$ cat config.mk
export PLATFORM = sky130hd
export DESIGN_NAME = branch_history_fifo
export DESIGN_NICKNAME = d
export VERILOG_FILES = /design/src/rtl/branch_history_fifo.sv
export SDC_FILE = /design/constraint.sdc
export NUM_CORES = 1
export LEC_CHECK = 0
export ABC_AREA = 1
export CAP_MARGIN = 20
export CORE_MARGIN = 10
export CORE_UTILIZATION = 48
export DETAILED_ROUTE_END_ITERATION = 10
export PLACE_DENSITY = 0.76
export SLEW_MARGIN = 20
export SYNTH_ARGS = -nofsm -noshare
export SYNTH_HDL_FRONTEND = slang
export SYNTH_SLANG_ARGS = --single-unit
$ cat constraint.sdc
create_clock -name i_Clk -period 1.9 [get_ports i_Clk]
set_input_delay 0.285 -clock i_Clk [delete_from_list [all_inputs] [get_ports i_Clk]]
set_output_delay 0.285 -clock i_Clk [all_outputs]
set_load 0.01 [all_outputs]
$ cat src/rtl/branch_history_fifo.sv
// branch_history_fifo: holds GHR snapshots of in-flight branches; pops at resolution drive counter update and history repair
module branch_history_fifo #(
  parameter int BPRED_WIDTH = 9,
  parameter int DEPTH = 4
) (
  input  logic                   i_Clk,
  input  logic                   i_Reset,
  input  logic                   i_DEC_Is_Branch,
  input  logic [BPRED_WIDTH-1:0] i_Global_History,
  input  logic                   i_Prediction,
  input  logic                   i_ALU_Branch_Valid,
  input  logic                   i_ALU_Branch_Outcome,
  output logic                   o_Update_Valid,
  output logic [BPRED_WIDTH-1:0] o_Update_Index,
  output logic                   o_Update_Taken,
  output logic                   o_Mispredict,
  output logic [BPRED_WIDTH-1:0] o_Restore_History,
  output logic [$clog2(DEPTH):0] o_Count,
  output logic                   o_Empty,
  output logic                   o_Full,
  output logic                   o_Error
);
  localparam int AW = $clog2(DEPTH);
  localparam logic [AW:0] FULL_CNT = (AW+1)'(DEPTH);
  localparam logic [BPRED_WIDTH-1:0] GHR_RST = BPRED_WIDTH'(1);
  logic [BPRED_WIDTH-1:0] hist_mem [DEPTH];
  logic                   pred_mem [DEPTH];
  logic [AW-1:0]          rd_ptr, wr_ptr, rd_next;
  logic [AW:0]            count;
  logic                   pop_ok, push_ok, mis, err_set;
  assign o_Count = count;
  assign o_Empty = count == '0;
  assign o_Full  = count == FULL_CNT;
  assign rd_next = rd_ptr + AW'(1);
  assign pop_ok  = i_ALU_Branch_Valid && !o_Empty;
  assign mis     = pop_ok && (pred_mem[rd_ptr] != i_ALU_Branch_Outcome);
  // a push alongside a mispredicting pop is wrong-path and silently dropped
  assign push_ok = i_DEC_Is_Branch && (!o_Full || pop_ok) && !mis;
  assign err_set = (i_DEC_Is_Branch && o_Full && !pop_ok) || (i_ALU_Branch_Valid && o_Empty);
  // entry storage; no reset needed since occupancy gates every read
  always_ff @(posedge i_Clk) begin
    if (push_ok) begin
      hist_mem[wr_ptr] <= i_Global_History;
      pred_mem[wr_ptr] <= i_Prediction;
    end
  end
  // pointers and occupancy; a mispredict squashes every younger entry
  always_ff @(posedge i_Clk or negedge i_Reset) begin
    if (!i_Reset) begin
      rd_ptr <= '0;
      wr_ptr <= '0;
      count  <= '0;
    end else if (mis) begin
      rd_ptr <= rd_next;
      wr_ptr <= rd_next;
      count  <= '0;
    end else begin
      rd_ptr <= pop_ok ? rd_next : rd_ptr;
      wr_ptr <= push_ok ? wr_ptr + AW'(1) : wr_ptr;
      count  <= count + (AW+1)'(push_ok) - (AW+1)'(pop_ok);
    end
  end
  // registered update/repair outputs; data fields hold between pops
  always_ff @(posedge i_Clk or negedge i_Reset) begin
    if (!i_Reset) begin
      o_Update_Valid    <= 1'b0;
      o_Mispredict      <= 1'b0;
      o_Update_Taken    <= 1'b0;
      o_Update_Index    <= '0;
      o_Restore_History <= GHR_RST;
    end else begin
      o_Update_Valid <= pop_ok;
      o_Mispredict   <= mis;
      if (pop_ok) begin
        o_Update_Taken    <= i_ALU_Branch_Outcome;
        o_Update_Index    <= hist_mem[rd_ptr];
        o_Restore_History <= {hist_mem[rd_ptr][BPRED_WIDTH-2:0], i_ALU_Branch_Outcome};
      end
    end
  end
  // sticky overflow/underflow flag
  always_ff @(posedge i_Clk or negedge i_Reset) begin
    if (!i_Reset) o_Error <= 1'b0;
    else if (err_set) o_Error <= 1'b1;
  end
endmodule

== Word-level counts from Yosys, hierarchy flattened ==
Memories as Yosys holds them, arrays and structs flattened.
Index checks and enable logic that the tools add are counted.
Word-level totals
  register bits: 29
  RAM bits: 40
  input port bits: 15
  output and inout bits: 27
  word-level logic and storage cells: 40
  memories: 2
Cells by class
  add/subtract/negate cells: 4
  equality and inequality tests: 2
  mux-type cells: 7
  reductions and logical operators: 16
Memories
  hist_mem: words 4, bits a word 9, rd ports 1, clocked after Yosys merged registers in 0, wr ports 1, line 26  | logic [BPRED_WIDTH-1:0] hist_mem [DEPTH];
  pred_mem: words 4, bits a word 1, rd ports 1, clocked after Yosys merged registers in 0, wr ports 1, line 27  | logic pred_mem [DEPTH];
Operators by type and width (count)
  2-bit two-way mux: 4
  1-bit logical AND: 7
  2-bit by 1-bit adder with 2-bit output (second input constant): 2
  1-bit zero test: 4
  2-bit nonzero test: 2
  3-bit by 1-bit adder with 3-bit output: 1
  3-bit equality test (second input constant): 1
  3-bit zero test: 1
  3-bit two-way mux: 1
  3-bit by 1-bit subtractor with 3-bit output: 1
  1-bit logical OR: 2
  1-bit two-way mux: 2
  1-bit != test: 1

== Logic depth before layout (Yosys ltp) ==
Gate-level depths: netlist of run 1.
  depth in word-level cells: 9
  depth in mapped cells: 15
  gate-level depth less buffers: 15

== Least setup slack after synthesis of run 1 ==
Ideal clock, no wire load.
  path kind: reg2reg
  start: register count[1], in the netlist o_Count[1]
  end: register count[1], in the netlist o_Count[1]
  setup time: 63 ps
  data arrival time: 2108 ps
  required time: 1837 ps
  path slack: -271 ps
  cell stages (with the launch flop): 13
  buffers on the path: 0
  clock period less this slack: 2171 ps
  path through: dfrtp_1 or2_4 nor2_8 nor2_8 nand3_4 nand2_2 nand2_1 nand2_1 ha_1 inv_1 fa_1 or2_1 inv_1
On the way
  cells in the longest elaborated chain, start to end: 9
  elaborated cells on any way between the ends: 13
  those cells by class: 2 x add/sub; 1 x eq/ne; 1 x mux; 9 x reduce/logical
Ends and longest elaborated chain
  from (decl): line 29  | logic [AW:0] count;
  from (signal assigned): line 60  | count <= count + (AW+1)'(push_ok) - (AW+1)'(pop_ok);
  3-bit zero test (*): line 32  | assign o_Empty = count == '0;
  via o_Empty: line 19  | output logic o_Empty,
  1-bit zero test (*): line 35  | assign pop_ok = i_ALU_Branch_Valid && !o_Empty;
  1-bit logical AND (*): line 35
  1-bit logical OR or 1-bit logical AND (tied branches): line 38, 36
  1-bit logical AND or 1-bit zero test (tied branches): line 38  | assign push_ok = i_DEC_Is_Branch && (!o_Full || pop_ok) && !mis;
  1-bit logical AND: line 38
  3-bit by 1-bit adder with 3-bit output: line 60
  3-bit by 1-bit subtractor with 3-bit output: line 60
  3-bit two-way mux (*): line 53  | end else if (mis) begin
Mark *: on every way through the listed nets, which the timed path passes. The rest lies on a longest branch.
A chain may end at the register's enable or synchronous reset.

== Worst setup path in the final report of run 1 ==
  start: register count[1], in the netlist o_Count[1]
  end: register count[1], in the netlist o_Count[1]
On the way
  cells in the longest elaborated chain, start to end: 9
  elaborated cells on any way between the ends: 13
  those cells by class: 2 x add/sub; 1 x eq/ne; 1 x mux; 9 x reduce/logical
Ends and longest elaborated chain (line)
  3-bit zero test: 32
  1-bit zero test: 35
  1-bit logical AND: 35
  1-bit logical OR or 1-bit logical AND (tied branches): 38, 36
  1-bit logical AND or 1-bit zero test (tied branches): 38
  1-bit logical AND: 38
  3-bit by 1-bit adder with 3-bit output: 60
  3-bit by 1-bit subtractor with 3-bit output: 60
  3-bit two-way mux (*): 53
Every way passes the cells marked *; elsewhere a longest branch is shown, timed or not.

==> results.md, run 1 <==
| Item | Reported | Unit |
| --- | --- | --- |
| Mapped Cells | 228 | - |
| Minimum clock period after layout | 2.07 | ns |
| Post-Syn Area | 2600 | um2 |
| Area after DPL | 3220 | um2 |
| Worst setup timing slack at the placement stage | -0.319 | ns |
| CTS root buf | sky130_fd_sc_hd__clkbuf_8 | - |
| Clock slew at the register clock pins of the worst setup and hold paths | 0.07 | ns |
| Sequential area share after synthesis | 66.5 | % |
| Logic depth of the worst register-to-register path | 11 | - |
| Cell total after placement | 349 | - |
| Global-route wire length before repair | 9.06 | mm |
| Sequential power share | 35.6 | % |
| Starting density of the core | 50.3 | % |
| Final layout net count | 314 | - |
| Total of max-cap violations | 0 | - |
| Total of buffers placed on input and output ports | 41 | - |
| Die width | 93.6 | um |
| Fraction of power consumed by combinational cells | 43.2 | % |
| Worst Hold Class | in2async | - |
| Startpoint types | register | - |
| Area growth from synthesis to layout | 34.1 | % |
| Share of layout cells above drive strength 1 | 21.8 | % |
| Final GP Congestion | 0.773 | - |
| Number of antenna violations at the first check in global routing | 0 | - |
| First-pass DRT Iterations | 4 | - |
| Final global-route overflow total | 0 | - |
| Worst ir drop on vdd | 0.000839 | V |
| Synthesis Warnings | 0 | - |
| Kind of capture point of the worst setup path | register | - |
| Vias in the first global route | 1901 | - |
| Beginning of the critical path | o_Count[1] | - |
| Final Power | 5.72 | mW |
| Clock tree from TritonCTS | yes | - |
| Core outline area | 5170 | um2 |
| Layout filler cell count | 384 | - |
| Net count after synthesis | 249 | - |
| Number of DRC violations after detailed routing | 0 | - |
| Clock network fraction of design power | 21.2 | % |
| Category of the most critical setup path | reg2reg | - |
| Number of DRC violations after detailed-routing iteration 0 | 74 | - |
| Total negative setup slack | -0.237 | ns |
| Clock insertion delay at the later pin of the skew report | 0.34 | ns |
| Predominant post-synthesis flop cell | sky130_fd_sc_hd__edfxtp_1 | - |
| Pin count of the biggest net entering global routing | 22 | - |
| Cell types with the highest counts after synthesis | sky130_fd_sc_hd__nor2_1 (49), sky130_fd_sc_hd__edfxtp_1 (40), sky130_fd_sc_hd__nand2_1 (25), sky130_fd_sc_hd__dfrtp_1 (20) | - |
| Design internal power | 3.74 | mW |
| Cell taking the most area after synthesis | sky130_fd_sc_hd__edfxtp_1 | - |
| Worst slew margin relative to its limit | 80.7 | % |
| Crit Path Max Fanout | 4 | - |
| Standard-cell rows | 26 | - |
| R2R Path End | o_Count[1] | - |
| Library cell with the highest instance count after synthesis | sky130_fd_sc_hd__nor2_1 | - |
| Unrepaired setup endpoints after global routing | yes | - |
| Clock Path Buffers | 2 | - |
| Count of non-filler cells in the finished layout | 368 | - |
| Final slew viol count | 0 | - |
| Average wire length per cell after detail routing | 15.0 | um |
| FF+latch area | 1730 | um2 |
| Sinks on the clock net | 61 | - |
| Via/cell ratio | 4.95 | - |
| Multi-input gate area in the final layout | 741 | um2 |
| Number of buffers inserted by hold repair at cts | 0 | - |
| Final antenna-violating net count | 0 | - |
| Share of total power consumed by net switching | 34.5 | % |
| Overall die height | 93.6 | um |
| Vias post-DR | 1823 | - |
| Largest cells by area after synthesis | sky130_fd_sc_hd__edfxtp_1 (46%), sky130_fd_sc_hd__dfrtp_1 (19%), sky130_fd_sc_hd__nor2_1 (7.1%), sky130_fd_sc_hd__nand2_1 (3.6%), sky130_fd_sc_hd__o21ai_0 (3.5%) | - |
| Run status | complete, but fails checks | - |
| CP endpoint | o_Count[1] | - |
| Area share of the leading cell type in the synthesized netlist | 46.2 | % |
| Cts bufs inserted | 9 | - |
| Static leakage | 1.44 | nW |
| Count of endpoints failing hold in the final timing report | 0 | - |
| FFs w/ async S/R, synth | 34.4 | % |
| Final Skew | 0.00688 | ns |
| HPWL reported at the end of detailed placement | 3.73 | mm |
| Post-synthesis register bit count | 61 | - |
| Number of levels the H-tree was split into | 3 | - |
| Worst Setup Slack, final | -0.169 | ns |
| Period utilisation layout | 109 | % |
| Timing-limited maximum frequency | 0.483 | GHz |
| Required arrival time at the worst endpoint | 2.18 | ns |
| Worst path arrival time | 2.35 | ns |
| Worst-case register-to-register setup slack | -0.17 | ns |
| Post-synth EDFFs | 40 | - |
| Switch Pwr | 1.97 | mW |
| Post-layout instance area | 3490 | um2 |
| Global routing usage summed across all routing layers | 13.4 | % |
| Setup-failing EPs final | 2 | - |
| Final WL | 5.52 | mm |
| Power per unit of standard cell area | 1640 | nW/um2 |
| Mapped Avg Cell Area | 11.4 | um2 |
| Startpoint of the worst register-to-register path | o_Count[1] | - |
| Die outline area | 8760 | um2 |
| Netlist cell types | 28 | - |
| Violations in the final reports | negative setup slack | - |
| Antenna diodes | 0 | - |
| Number of placed I/O pins | 42 | - |
| Slew @ Worst Pin | 0.290 | ns |
## worst min path at each step
stage / end / cells after the start
after floorplan: o_Count[0] / 0
after global placement: o_Error / 1
after detailed placement: o_Restore_History[0] / 2
after CTS: o_Update_Taken / 2
after global routing: o_Restore_History[5] / 2
final: o_Update_Taken / 2
## layout make-up
class                           count  share of cell area, %
Sequential cell                    61                   49.6
Clock inverter                      6                   2.22
Clock buffer                       10                   3.66
Inverter                           21                   2.33
Timing Repair Buffer               70                   18.4
Tap cell                           70                   2.51
Multi-Input combinational cell    130                   21.2
## repair_timing
item                       in CTS  in global routing
setup endpoints to repair       4                  2
pin swaps                       9                  5
hold endpoints to repair        0                  0
gates resized for setup         7                  6
setup buffers                   1                  2
## layout by cell type (no fill, tap or decap)
cell	synthesis	layout
sky130_fd_sc_hd__a21oi_1	1	1
sky130_fd_sc_hd__a31oi_1	9	9
sky130_fd_sc_hd__buf_12	0	1
sky130_fd_sc_hd__buf_4	9	27
sky130_fd_sc_hd__buf_6	0	1
sky130_fd_sc_hd__bufinv_16	0	2
sky130_fd_sc_hd__clkbuf_1	2	1
sky130_fd_sc_hd__clkbuf_8	0	9
sky130_fd_sc_hd__clkdlybuf4s50_1	0	39
sky130_fd_sc_hd__clkinv_1	0	2
sky130_fd_sc_hd__clkinv_2	0	2
sky130_fd_sc_hd__dfrtp_1	20	18
sky130_fd_sc_hd__dfrtp_2	0	2
sky130_fd_sc_hd__dfstp_2	1	1
sky130_fd_sc_hd__dlygate4sd2_1	0	2
sky130_fd_sc_hd__edfxtp_1	40	40
sky130_fd_sc_hd__fa_2	0	1
sky130_fd_sc_hd__ha_1	5	4
sky130_fd_sc_hd__ha_4	0	1
sky130_fd_sc_hd__inv_1	18	17
sky130_fd_sc_hd__inv_2	2	3
sky130_fd_sc_hd__inv_4	1	1
sky130_fd_sc_hd__nand2_1	25	20
sky130_fd_sc_hd__nand2_2	1	5
sky130_fd_sc_hd__nand2_4	0	1
sky130_fd_sc_hd__nand3_1	9	7
sky130_fd_sc_hd__nand3_2	0	2
sky130_fd_sc_hd__nand3_4	1	1
sky130_fd_sc_hd__nor2_1	49	49
sky130_fd_sc_hd__nor2_2	1	1
sky130_fd_sc_hd__nor2_8	2	2
sky130_fd_sc_hd__nor3b_4	0	1
sky130_fd_sc_hd__o21ai_0	18	18
sky130_fd_sc_hd__o21ai_1	1	1
sky130_fd_sc_hd__or2_1	2	2
sky130_fd_sc_hd__or2_4	1	1
sky130_fd_sc_hd__xnor2_1	1	1
sky130_fd_sc_hd__xor2_1	2	2
## power groups by stage
stage	Sequential [mW]	Combinational [mW]	Clock, mW
3_5_place_dp	2.04	2.40	0
5_1_grt	2.08	2.76	1.31
2_1_floorplan	2.10	1.30	0
6_report	2.03	2.47	1.21
4_1_cts	2.04	2.44	1.24
3_3_place_gp	2.03	2.34	0
## worst max-delay path, stage by stage, from the launching register on
cell and delay [ns]:
sky130_fd_sc_hd__dfrtp_2 0.41, sky130_fd_sc_hd__or2_4 0.26, sky130_fd_sc_hd__nor2_8 0.12, sky130_fd_sc_hd__nor2_8 0.05, sky130_fd_sc_hd__buf_12 0.13, sky130_fd_sc_hd__nand2_2 0.07, sky130_fd_sc_hd__nand2_2 0.07, sky130_fd_sc_hd__ha_4 0.16
sky130_fd_sc_hd__inv_2 0.05, sky130_fd_sc_hd__fa_2 0.42, sky130_fd_sc_hd__or2_1 0.23, sky130_fd_sc_hd__inv_1 0.05
## sequential cells by signal (all words and copies together) (netlist names)
name               flops
rd_ptr                 2
wr_ptr                 2
pred_mem               4
o_Mispredict           1
o_Restore_History      8
o_Update_Index         2
o_Error                1
o_Update_Valid         1
o_Count                3
hist_mem              36
o_Update_Taken         1
## routing by layer
| layer | share of wire [%] | routed length [um] | vias to the layer above | GRT usage (%) |
|---|---|---|---|---|
| met5 | 0 | 0 | - | 0 |
| met4 | 2.4 | 133 | 0 | 6.33 |
| met3 | 7.4 | 411 | 13 | 5.68 |
| met2 | 48 | 2650 | 56 | 21.2 |
| met1 | 42 | 2330 | 872 | 15.5 |
| li1 | - | - | 882 | - |
## cell families after synthesis
family | Yosys count | synth area share, %
DFF | 61 | 66.5
adders and majority gates | 6 | 3.18
buffers and inverters | 37 | 6.93
xor gates and xnor gates | 3 | 1.01
and+or+nand+nor | 92 | 16.4
AOI/OAI and AO/OA | 29 | 6.02
## through the flow
| stage | util (%) | hold WS (ns) |
|---|---|---|
| after floorplan | - | -0.0106 |
| after global placement | 62.2 | 0.448 |
| after detailed placement | 62.2 | 0.453 |
| after CTS | 66.6 | 0.308 |
| after global routing | 67.4 | 0.324 |
| final | 67.4 | 0.295 |
(Power assumes the default switching activity.)
==> run 2, diff against run 1 <==
--- a/config.mk
+++ b/config.mk
@@ -5,10 +5,10 @@
 export SDC_FILE = /design/constraint.sdc
 export NUM_CORES = 1
 export LEC_CHECK = 0
-export ABC_AREA = 1
+export ABC_AREA = 0
 export CAP_MARGIN = 20
 export CORE_MARGIN = 10
-export CORE_UTILIZATION = 48
+export CORE_UTILIZATION = 50
 export DETAILED_ROUTE_END_ITERATION = 10
 export PLACE_DENSITY = 0.76
 export SLEW_MARGIN = 20
==> constraint.sdc (replaced) <==
create_clock -name i_Clk -period 2.31 [get_ports i_Clk]
set_input_delay 0.3465 -clock i_Clk [delete_from_list [all_inputs] [get_ports i_Clk]]
set_output_delay 0.3465 -clock i_Clk [all_outputs]
set_load 0.01 [all_outputs]
==> results.md, run 2 <==
| Item | Reported | Unit |
| --- | --- | --- |
| Run status | complete, but fails checks | - |
| Violations in the final reports | negative setup slack | - |
| Kind of capture point of the worst setup path | register | - |
| Fraction of power consumed by combinational cells | 42.2 | % |
| Clock Path Buffers | 2 | - |
| Layout filler cell count | 337 | - |
| Global routing usage summed across all routing layers | 12.4 | % |
| Pin count of the biggest net entering global routing | 22 | - |
| Library cell with the highest instance count after synthesis | sky130_fd_sc_hd__edfxtp_1 | - |
| Cts bufs inserted | 9 | - |
| Vias in the first global route | 1569 | - |
| Overall die height | 90.5 | um |
| Vias post-DR | 1449 | - |
| Worst ir drop on vdd | 0.000488 | V |
| Post-layout instance area | 3200 | um2 |
| Number of placed I/O pins | 42 | - |
| Sequential area share after synthesis | 69.5 | % |
| Net count after synthesis | 180 | - |
| Clock slew at the register clock pins of the worst setup and hold paths | 0.07 | ns |
| Unrepaired setup endpoints after global routing | yes | - |
| Final WL | 4.83 | mm |
| Multi-input gate area in the final layout | 678 | um2 |
| Most frequent standard cell in the layout excluding fill and tap cells | sky130_fd_sc_hd__clkdlybuf4s50_1 | - |
| Number of DRC violations after detailed routing | 0 | - |
| Final GP Congestion | 0.748 | - |
| Number of levels the H-tree was split into | 3 | - |
| Final Skew | 0.0141 | ns |
| First-pass DRT Iterations | 4 | - |
| Power per unit of standard cell area | 1310 | nW/um2 |
| Netlist cell types | 26 | - |
| Average wire length per cell after detail routing | 17.1 | um |
| Cell total after placement | 264 | - |
| Mapped Avg Cell Area | 15.6 | um2 |
| Cell types with the highest counts after synthesis | sky130_fd_sc_hd__edfxtp_1 (40), sky130_fd_sc_hd__nand2_1 (33), sky130_fd_sc_hd__dfrtp_1 (20), sky130_fd_sc_hd__mux4_2 (10), sky130_fd_sc_hd__buf_4 (8) | - |
| Antenna diodes | 0 | - |
| Slew @ Worst Pin | 0.403 | ns |
| Worst path arrival time | 2.56 | ns |
| Crit Path Max Fanout | 4 | - |
| Die width | 90.5 | um |
| Count of endpoints failing hold in the final timing report | 0 | - |
| Starting density of the core | 52.3 | % |
| HPWL reported at the end of detailed placement | 3.39 | mm |
| Post-synthesis mux area share | 9.87 | % |
| Dominant combinational cell family by area after synthesis | multiplexers | - |
| Global-route wire length before repair | 7.97 | mm |
| Share of layout cells above drive strength 1 | 22.8 | % |
| Area share of the leading cell type in the synthesized netlist | 48.3 | % |
| Sequential power share | 39.7 | % |
| Xor and xnor fraction of the mapped netlist area | 2.47 | % |
| Post-Synth Adder-Cell Area | 3.32 | % |
| Static leakage | 1.24 | nW |
| Largest cells by area after synthesis | sky130_fd_sc_hd__edfxtp_1 (48%), sky130_fd_sc_hd__dfrtp_1 (20%), sky130_fd_sc_hd__mux4_2 (9.1%), sky130_fd_sc_hd__nand2_1 (5.0%), sky130_fd_sc_hd__ha_1 (2.5%) | - |
| Setup-failing EPs final | 1 | - |
| Highest-count cells in the layout ignoring fill and taps | sky130_fd_sc_hd__clkdlybuf4s50_1 (41), sky130_fd_sc_hd__edfxtp_1 (40), sky130_fd_sc_hd__nand2_1 (33) | - |
| Final slew viol count | 0 | - |
| Predominant post-synthesis flop cell | sky130_fd_sc_hd__edfxtp_1 | - |
| Clock tree from TritonCTS | yes | - |
| Compound-cell area share of the yosys netlist | 1.76 | % |
| Area after DPL | 2990 | um2 |
| Final global-route overflow total | 0 | - |
| Flip-flop count of the largest register, all copies and words added | 36 | - |
| Design internal power | 2.82 | mW |
| Die outline area | 8190 | um2 |
| Final standard cell utilization of the core | 67.2 | % |
| Mapped Cells | 159 | - |
| Total of max-cap violations | 0 | - |
| Switch Pwr | 1.36 | mW |
| Post-Syn Area | 2480 | um2 |
| Total negative setup slack | -0.0280 | ns |
| CTS root buf | sky130_fd_sc_hd__clkbuf_8 | - |
| Synthesized-area fraction occupied by and/or/nand/nor cells | 8.11 | % |
| Category of the most critical setup path | reg2reg | - |
| Cell taking the most area after synthesis | sky130_fd_sc_hd__edfxtp_1 | - |
| FFs w/ async S/R, synth | 34.4 | % |
| Synthesis Warnings | 0 | - |
| FF+latch area | 1730 | um2 |
| Standard-cell rows | 25 | - |
| Number of DRC violations after detailed-routing iteration 0 | 94 | - |
| Startpoint types | register | - |
| Area growth from synthesis to layout | 28.6 | % |
| Worst setup timing slack at the placement stage | -0.0707 | ns |
| Clock insertion delay at the later pin of the skew report | 0.32 | ns |
| Worst slew margin relative to its limit | 72.8 | % |
| Largest register by flop count | hist_mem | - |
| Total of buffers placed on input and output ports | 41 | - |
| Final antenna-violating net count | 0 | - |
| Timing-limited maximum frequency | 0.428 | GHz |
| Count of non-filler cells in the finished layout | 282 | - |
| Core outline area | 4750 | um2 |
| Required arrival time at the worst endpoint | 2.53 | ns |
| Minimum clock period after layout | 2.34 | ns |
| Period utilisation layout | 101 | % |
| Share of total power consumed by net switching | 32.5 | % |
| Clock network fraction of design power | 18.2 | % |
| Worst Hold Class | in2async | - |
| Number of antenna violations at the first check in global routing | 0 | - |
| Post-synthesis register bit count | 61 | - |
| Largest registers | hist_mem x36, o_Restore_History x8, pred_mem x4 | - |
| Post-synth EDFFs | 40 | - |
| Sinks on the clock net | 61 | - |
| Via/cell ratio | 5.14 | - |
| Worst Setup Slack, final | -0.0280 | ns |
| Final layout net count | 231 | - |
run 2: cell count changes after synthesis, sizes merged, moves of 5 or more:
| cell | delta |
|---|---|
| nor2 | -49 |
| o21ai | -18 |
| inv | -16 |
| mux4 | +10 |
| a31oi | -9 |
| nand3 | -9 |
| nand2 | +7 |
| and2 | +5 |
run 2: layout make-up:
class | instances | share of cell area (%)
multi-input cells | 78 | 21.2
inverters | 5 | 0.587
clock buffers | 10 | 3.99
well taps | 67 | 2.62
flip-flops and latches | 61 | 54.1
repair buffers | 55 | 16.5
clock inverters | 6 | 0.979
run 2: timing repair:
item | CTS | global route
hold buffers | 0 | 0
gates resized for setup | 4 | 3
setup endpoints to repair | 1 | 2
setup buffers | 1 | 1
pin swaps | 2 | 2
run 2: worst paths after layout:
| kind | start | cells after the start | slack [ns] | to |
|---|---|---|---|---|
| worst max-delay path | rd_ptr[0] | 10 | -0.03 | o_Count[2] |
| worst min-delay path | i_Reset | 2 | 0.36 | o_Mispredict |
| worst max register to register | rd_ptr[0] | 10 | -0.03 | o_Count[2] |
| worst min register to register | o_Restore_History[0] | 2 | 0.47 | o_Restore_History[0] |
| max in group asynchronous | i_Reset | 2 | 1.67 | o_Restore_History[0] |
| min in group i_Clk | o_Restore_History[0] | 2 | 0.47 | o_Restore_History[0] |
run 2: cells by family after synthesis:
| family | Yosys count |
|---|---|
| mux | 12 |
| buf+inv | 20 |
| fa+ha+maj | 6 |
| simple gates | 47 |
| flops | 61 |
| compound gates | 6 |
| xor+xnor | 7 |
run 2: layer usage:
layer | vias up | share of wire (%) | GRT usage, %
met5 | - | 0 | 0
met4 | 0 | 1.8 | 7.16
met3 | 8 | 5.4 | 3.99
met2 | 48 | 50 | 20.6
met1 | 741 | 43 | 13.6
li1 | 652 | - | -
run 2: through the flow:
step | hold WS (ns) | power [mW]
floorplan | 0.0509 | 2.68
global placement | 0.449 | 3.28
detailed placement | 0.465 | 3.36
CTS | 0.359 | 4.18
global route | 0.376 | 4.46
finish | 0.363 | 4.18
run 2: critical path: stages (launching register included):
cell and delay [ns]:
sky130_fd_sc_hd__dfrtp_1 0.37, sky130_fd_sc_hd__mux4_2 0.56, sky130_fd_sc_hd__xor2_4 0.20, sky130_fd_sc_hd__nor3_2 0.06
sky130_fd_sc_hd__a21oi_1 0.14, sky130_fd_sc_hd__ha_2 0.20, sky130_fd_sc_hd__inv_2 0.04, sky130_fd_sc_hd__fa_2 0.34
sky130_fd_sc_hd__xnor2_2 0.14, sky130_fd_sc_hd__xnor2_1 0.13, sky130_fd_sc_hd__nor2_1 0.06
run 2: power groups by stage:
stage	Combinational (mW)	Clock (mW)	Sequential, mW
6_report	1.76	0.759	1.66
5_1_grt	1.94	0.835	1.69
4_1_cts	1.74	0.782	1.66
3_5_place_dp	1.68	0	1.68
3_3_place_gp	1.63	0	1.66
2_1_floorplan	0.959	0	1.72
